==> config.mk <==
export PLATFORM = sky130hd
export DESIGN_NAME = pc_sequencer_flat
export DESIGN_NICKNAME = d
export VERILOG_FILES = /design/src/rtl/pc_sequencer_if.sv /design/src/rtl/pc_sequencer.sv /design/src/flat_wrapper.sv
export SDC_FILE = /design/constraint.sdc
export NUM_CORES = 1
export LEC_CHECK = 0
export ABC_AREA = 1
export CAP_MARGIN = 20
export CORE_MARGIN = 2
export CORE_UTILIZATION = 40
export CTS_CLUSTER_DIAMETER = 80
export DETAILED_ROUTE_END_ITERATION = 16
export PLACE_DENSITY_LB_ADDON = 0.05
export SYNTH_ARGS = -nofsm -noshare
export SYNTH_HDL_FRONTEND = slang
export SYNTH_SLANG_ARGS = --single-unit
==> constraint.sdc <==
create_clock -name clk -period 3.91 [get_ports clk]
set_clock_uncertainty 0.2 [all_clocks]
set_input_delay 0.782 -clock clk [delete_from_list [all_inputs] [get_ports clk]]
set_output_delay 0.782 -clock clk [all_outputs]
set_load 0.02 [all_outputs]
==> src/rtl/pc_sequencer_if.sv <==
// rtl/pc_sequencer_if.sv - fetch/redirect bundle between the PC sequencer and its core/memory
interface pc_sequencer_if;
    logic        imem_ready;
    logic        advance;
    logic        branch_taken;
    logic [31:0] sign_imm;
    logic        jump;
    logic [25:0] jump_index;
    logic        jr;
    logic [31:0] jr_target;
    logic        fetch_valid;
    logic        instr_valid;
    logic [31:0] pc;
    logic [31:0] pc_plus4;
    logic        misalign_err;

    // sequencer side
    modport master (
        input  imem_ready, advance, branch_taken, sign_imm, jump, jump_index, jr, jr_target,
        output fetch_valid, instr_valid, pc, pc_plus4, misalign_err
    );

    // core / memory side
    modport slave (
        output imem_ready, advance, branch_taken, sign_imm, jump, jump_index, jr, jr_target,
        input  fetch_valid, instr_valid, pc, pc_plus4, misalign_err
    );
endinterface

==> src/rtl/pc_sequencer.sv <==
// rtl/pc_sequencer.sv - program counter sequencer (BOOT/FETCH/EXEC/FAULT), optional BRANCH_DELAY_SLOT_EN
module pc_sequencer #(
    parameter logic [31:0] RESET_PC = 32'h0000_0000
) (
    input  logic           clk,
    input  logic           reset,
    pc_sequencer_if.master bus
);
    typedef enum logic [1:0] {BOOT, FETCH, EXEC, FAULT} state_t;

    state_t      state_q, state_d;
    logic [31:0] pc_q, pc_d;
    logic        misalign_q, misalign_d;
    logic        fetch_valid_c, instr_valid_c;

    logic [31:0] pc_plus4;
    logic [31:0] branch_target;
    logic [31:0] jump_target;
    logic [31:0] redirect_target;
    logic        redirect_sel;
    logic        jr_misaligned;
    logic        unused_sign_imm_hi;

`ifdef BRANCH_DELAY_SLOT_EN
    logic        pend_valid_q, pend_valid_d;
    logic [31:0] pend_pc_q, pend_pc_d;
`endif

    assign pc_plus4           = pc_q + 32'd4;
    assign branch_target      = pc_plus4 + {bus.sign_imm[29:0], 2'b00};
    assign jump_target        = {pc_plus4[31:28], bus.jump_index, 2'b00};
    assign jr_misaligned      = bus.jr && (bus.jr_target[1:0] != 2'b00);
    assign redirect_sel       = bus.jr || bus.jump || bus.branch_taken;
    // the top immediate bits fall off the word shift
    assign unused_sign_imm_hi = &{1'b0, bus.sign_imm[31:30]};

    // redirect priority: jr over jump over branch over sequential
    always_comb begin
        redirect_target = pc_plus4;
        if (bus.jr) begin
            redirect_target = bus.jr_target;
        end else if (bus.jump) begin
            redirect_target = jump_target;
        end else if (bus.branch_taken) begin
            redirect_target = branch_target;
        end
    end

    // next-state, next-pc and fetch/execute strobes
    always_comb begin
        state_d       = state_q;
        pc_d          = pc_q;
        misalign_d    = misalign_q;
        fetch_valid_c = 1'b0;
        instr_valid_c = 1'b0;
`ifdef BRANCH_DELAY_SLOT_EN
        pend_valid_d  = pend_valid_q;
        pend_pc_d     = pend_pc_q;
`endif
        case (state_q)
            BOOT: begin
                state_d = FETCH;
            end
            FETCH: begin
                fetch_valid_c = 1'b1;
                if (bus.imem_ready) begin
                    state_d = EXEC;
                end
            end
            EXEC: begin
                instr_valid_c = 1'b1;
                if (bus.advance) begin
`ifdef BRANCH_DELAY_SLOT_EN
                    if (pend_valid_q) begin
                        // delay slot retires: jump to the held target, ignore new redirects
                        pc_d         = pend_pc_q;
                        pend_valid_d = 1'b0;
                        state_d      = FETCH;
                    end else if (jr_misaligned) begin
                        misalign_d = 1'b1;
                        state_d    = FAULT;
                    end else begin
                        pc_d    = pc_plus4;
                        state_d = FETCH;
                        if (redirect_sel) begin
                            pend_valid_d = 1'b1;
                            pend_pc_d    = redirect_target;
                        end
                    end
`else
                    if (jr_misaligned) begin
                        misalign_d = 1'b1;
                        state_d    = FAULT;
                    end else begin
                        pc_d    = redirect_target;
                        state_d = FETCH;
                    end
`endif
                end
            end
            FAULT: begin
                misalign_d = 1'b1;
            end
            default: begin
                state_d = BOOT;
            end
        endcase
    end

    // state registers with asynchronous reset
    always_ff @(posedge clk or posedge reset) begin
        if (reset) begin
            state_q      <= BOOT;
            pc_q         <= RESET_PC;
            misalign_q   <= 1'b0;
`ifdef BRANCH_DELAY_SLOT_EN
            pend_valid_q <= 1'b0;
            pend_pc_q    <= 32'h0000_0000;
`endif
        end else begin
            state_q      <= state_d;
            pc_q         <= pc_d;
            misalign_q   <= misalign_d;
`ifdef BRANCH_DELAY_SLOT_EN
            pend_valid_q <= pend_valid_d;
            pend_pc_q    <= pend_pc_d;
`endif
        end
    end

    assign bus.fetch_valid  = fetch_valid_c;
    assign bus.instr_valid  = instr_valid_c;
    assign bus.pc           = pc_q;
    assign bus.pc_plus4     = pc_plus4;
    assign bus.misalign_err = misalign_q;
endmodule

==> src/flat_wrapper.sv <==
// flat-port wrapper written by rule: the top's interface ports become plain ports
module pc_sequencer_flat 
#(
    parameter logic [31:0] RESET_PC = 32'h0000_0000
)
  (clk, reset, bus_imem_ready, bus_advance, bus_branch_taken, bus_sign_imm, bus_jump, bus_jump_index, bus_jr, bus_jr_target, bus_fetch_valid, bus_instr_valid, bus_pc, bus_pc_plus4, bus_misalign_err);
  pc_sequencer_if bus_i ();
  input  logic clk;
  input  logic reset;
  input wire logic [$bits(bus_i.imem_ready)-1:0] bus_imem_ready;
  input wire logic [$bits(bus_i.advance)-1:0] bus_advance;
  input wire logic [$bits(bus_i.branch_taken)-1:0] bus_branch_taken;
  input wire logic [$bits(bus_i.sign_imm)-1:0] bus_sign_imm;
  input wire logic [$bits(bus_i.jump)-1:0] bus_jump;
  input wire logic [$bits(bus_i.jump_index)-1:0] bus_jump_index;
  input wire logic [$bits(bus_i.jr)-1:0] bus_jr;
  input wire logic [$bits(bus_i.jr_target)-1:0] bus_jr_target;
  output wire logic [$bits(bus_i.fetch_valid)-1:0] bus_fetch_valid;
  output wire logic [$bits(bus_i.instr_valid)-1:0] bus_instr_valid;
  output wire logic [$bits(bus_i.pc)-1:0] bus_pc;
  output wire logic [$bits(bus_i.pc_plus4)-1:0] bus_pc_plus4;
  output wire logic [$bits(bus_i.misalign_err)-1:0] bus_misalign_err;
  assign bus_i.imem_ready = bus_imem_ready;
  assign bus_i.advance = bus_advance;
  assign bus_i.branch_taken = bus_branch_taken;
  assign bus_i.sign_imm = bus_sign_imm;
  assign bus_i.jump = bus_jump;
  assign bus_i.jump_index = bus_jump_index;
  assign bus_i.jr = bus_jr;
  assign bus_i.jr_target = bus_jr_target;
  assign bus_fetch_valid = bus_i.fetch_valid;
  assign bus_instr_valid = bus_i.instr_valid;
  assign bus_pc = bus_i.pc;
  assign bus_pc_plus4 = bus_i.pc_plus4;
  assign bus_misalign_err = bus_i.misalign_err;
  pc_sequencer #(.RESET_PC(RESET_PC)) u_core (.clk(clk), .reset(reset), .bus(bus_i));
endmodule
==> metrics.txt <==
status=complete, no violations; Resized cells post-CTS=0; DRC Markers=0; Net Switching=2.679 mW; Rel. slew slack=0.4650; top-area cell type share of the netlist area=0.2281; Worst Max-Slew Pin Slew=0.8015 ns; hold buffer count at CTS=0; CP cell instances=ha_1 -> nand2_1 -> nor2_2 -> nand2_2 -> nor2_4 -> nand3_2 -> xnor2_2 -> clkdlybuf4s50_1; row count=41; crit path DAT=2.62 ns; period utilisation layout=0.9223; gr ovfl total=0; Slew Viols, Final=0; CTS Root Cell=clkbuf_16; Clock Tree Buf Depth=2; PortBufs=161; Clock Latency Late Sink=0.28 ns; total CTS buffers=5; CP required=2.93 ns; CTS tree=yes; PD cells=674.4 nW/µm²; DR iter-0 viols=530; fin area=7218 µm²; Clock Power Share=0.081; EDFF count, synth=0; area leader, netlist=nand2_1; Crit. End Element=primary output; DP Worst Slack=0.4004 ns; DRT antenna net count=0; vias post-DR=6470; clk slew on worst S/H paths=0.06 ns; Final Power=4.868 mW; CP max stage delay=0.67 ns; leakage=3.739 nW; critical path class=register to primary output; routability cong.=0.9695; vias in the first global route=6024; maximum VDD drop=0.3124 mV; share of layout cells above drive strength 1=0.04455; Comb pwr share=0.760; asr flop ratio synth=1.000; DP HPWL=16.36 mm; postcts setup bufs=0; Die Span X=118.4 µm; Synth Warn #=0; most instantiated cells after synthesis=nand2_1 (318), inv_1 (143), nor2_1 (110), nand3_1 (72), a21oi_1 (65); Initial Util=0.4130; Final Core Density=0.5697; max-cap violations=0; synthesis-stage register bit count=35; min cycle time layout=3.606 ns; RSZ-0062 raised after global routing=no; post-synth net total=1080; Die H=118.4 µm; most frequent cell after synthesis=nand2_1; H-tree Lvls=2; n_diodes=0; Mapped Avg Cell Area=5.555 µm²; FF/Latch Area=875.8 µm²; # clock sinks=35; Gate Count Post-Synth=942; CP startpoint kind=register; Wirelength per Cell=15.40 µm; largest cells by area after synthesis=nand2_1 (23%), dfrtp_1 (17%), inv_1 (10%), ha_1 (9.6%), nor2_1 (7.9%); I/O pin count=164; sequential power share=0.159; Synth Flop Type=dfrtp_1; FMAX=0.2773 GHz; GR Util All Layers=0.2750; Final Hold Viols=0; first-pass GRT wire length=30.62 mm; min-delay worst type=register to register; Final WS setup=0.3037 ns; # nets final=1237; Fillers=1342; setup TNS=0 ns; Post-Synthesis Cell Area=5233 µm²; Layout Area Growth over Synthesis=37.95%; Avg Vias per Cell=5.086; drt pass-1 iters=6; initial antenna violation count=0; Placed Cells=1263; die area=14010 µm²; final non-filler cell total=1272; largest net degree at the start of global routing=36; Setup Viol. Count Final=0; multi-input logic area=3735 µm²; switching part of the total=0.5504; crit path max-delay cell type=clkdlybuf4s50_1; core box area=12670 µm²; Placed Area=7038 µm²; synth unique cells=38; crit path max fanout=5; sequential area share after synthesis=0.1674; worst hold slack=0.2855 ns; Int Pwr=2.189 mW; Routed WL=19.58 mm
layer usage:
| metal | track usage | share of wire | vias up |
|---|---|---|---|
| met2 | 0.4639 | 0.46 | 248 |
| li1 | - | - | 3302 |
| met1 | 0.3795 | 0.46 | 2897 |
| met3 | 0.02703 | 0.066 | 23 |
| met4 | 0.06101 | 0.017 | 0 |
| met5 | 0 | 0 | - |
kinds of logic after synthesis:
family / after synthesis / synth area share
simple gates: 555 / 0.4486
buf+inv: 165 / 0.1203
compound gates: 132 / 0.1406
fa+ha+maj: 41 / 0.09947
flops: 35 / 0.1674
xor+xnor: 13 / 0.02176
mux: 1 / 0.001913
worst paths after layout:
path,startpoint,end,slack (ns),cells after the start
max,u_core.bus.pc[3],bus_pc_plus4[16],0.30,8
min,u_core.bus.misalign_err,u_core.bus.misalign_err,0.29,2
max reg2reg,u_core.bus.pc[3],u_core.bus.pc[13],0.33,17
min reg2reg,u_core.bus.misalign_err,u_core.bus.misalign_err,0.29,2
max in group asynchronous,reset,u_core.bus.pc[11],2.48,3
min in group asynchronous,reset,u_core.bus.pc[10],0.70,3
worst max-delay path, delay by kind of cell (launching register included):
kind	cells	cell delay [ns]
flops	1	0.40
simple gates	5	0.74
buf+inv	1	0.67
fa+ha+maj	1	0.22
xor+xnor	1	0.30
power by group through the flow:
stage | Sequential, mW | Combinational, mW | Clock, mW
finish | 0.774 | 3.70 | 0.394
global route | 0.803 | 4.07 | 0.413
CTS | 0.767 | 3.66 | 0.399
detailed placement | 0.767 | 3.64 | 0
global placement | 0.773 | 3.63 | 0
floorplan | 0.894 | 2.11 | 0
flip-flops by register name (all words and copies together) (netlist names):
register and flops:
u_core.state_q 2, u_core.bus.misalign_err 1, u_core.bus.pc 32
layout make-up:
cell class              count  share of cell area
multi-input cells         742              0.5174
repair buffers            171              0.2364
flip-flops and latches     35              0.1213
inverters                 144             0.07488
well taps                 172             0.02981
clock buffers               5             0.01733
clock inverters             3            0.002773
cells in the final DEF, fill, tap and decap left out, types with 9 or more instances in the layout:
cell / Yosys / final
xor2_1: 9 / 9
o211ai_1: 10 / 10
clkdlybuf4s50_1: 0 / 161
dfrtp_1: 35 / 35
ha_1: 40 / 40
nand2_1: 318 / 318
buf_4: 2 / 9
nor2_1: 110 / 110
a21oi_1: 65 / 65
nand2_2: 10 / 10
inv_1: 143 / 143
nor3_1: 9 / 9
o21ai_0: 30 / 30
nand3_1: 72 / 72
nand4_1: 11 / 11
Note: power is estimated with default switching activity, not from simulation.
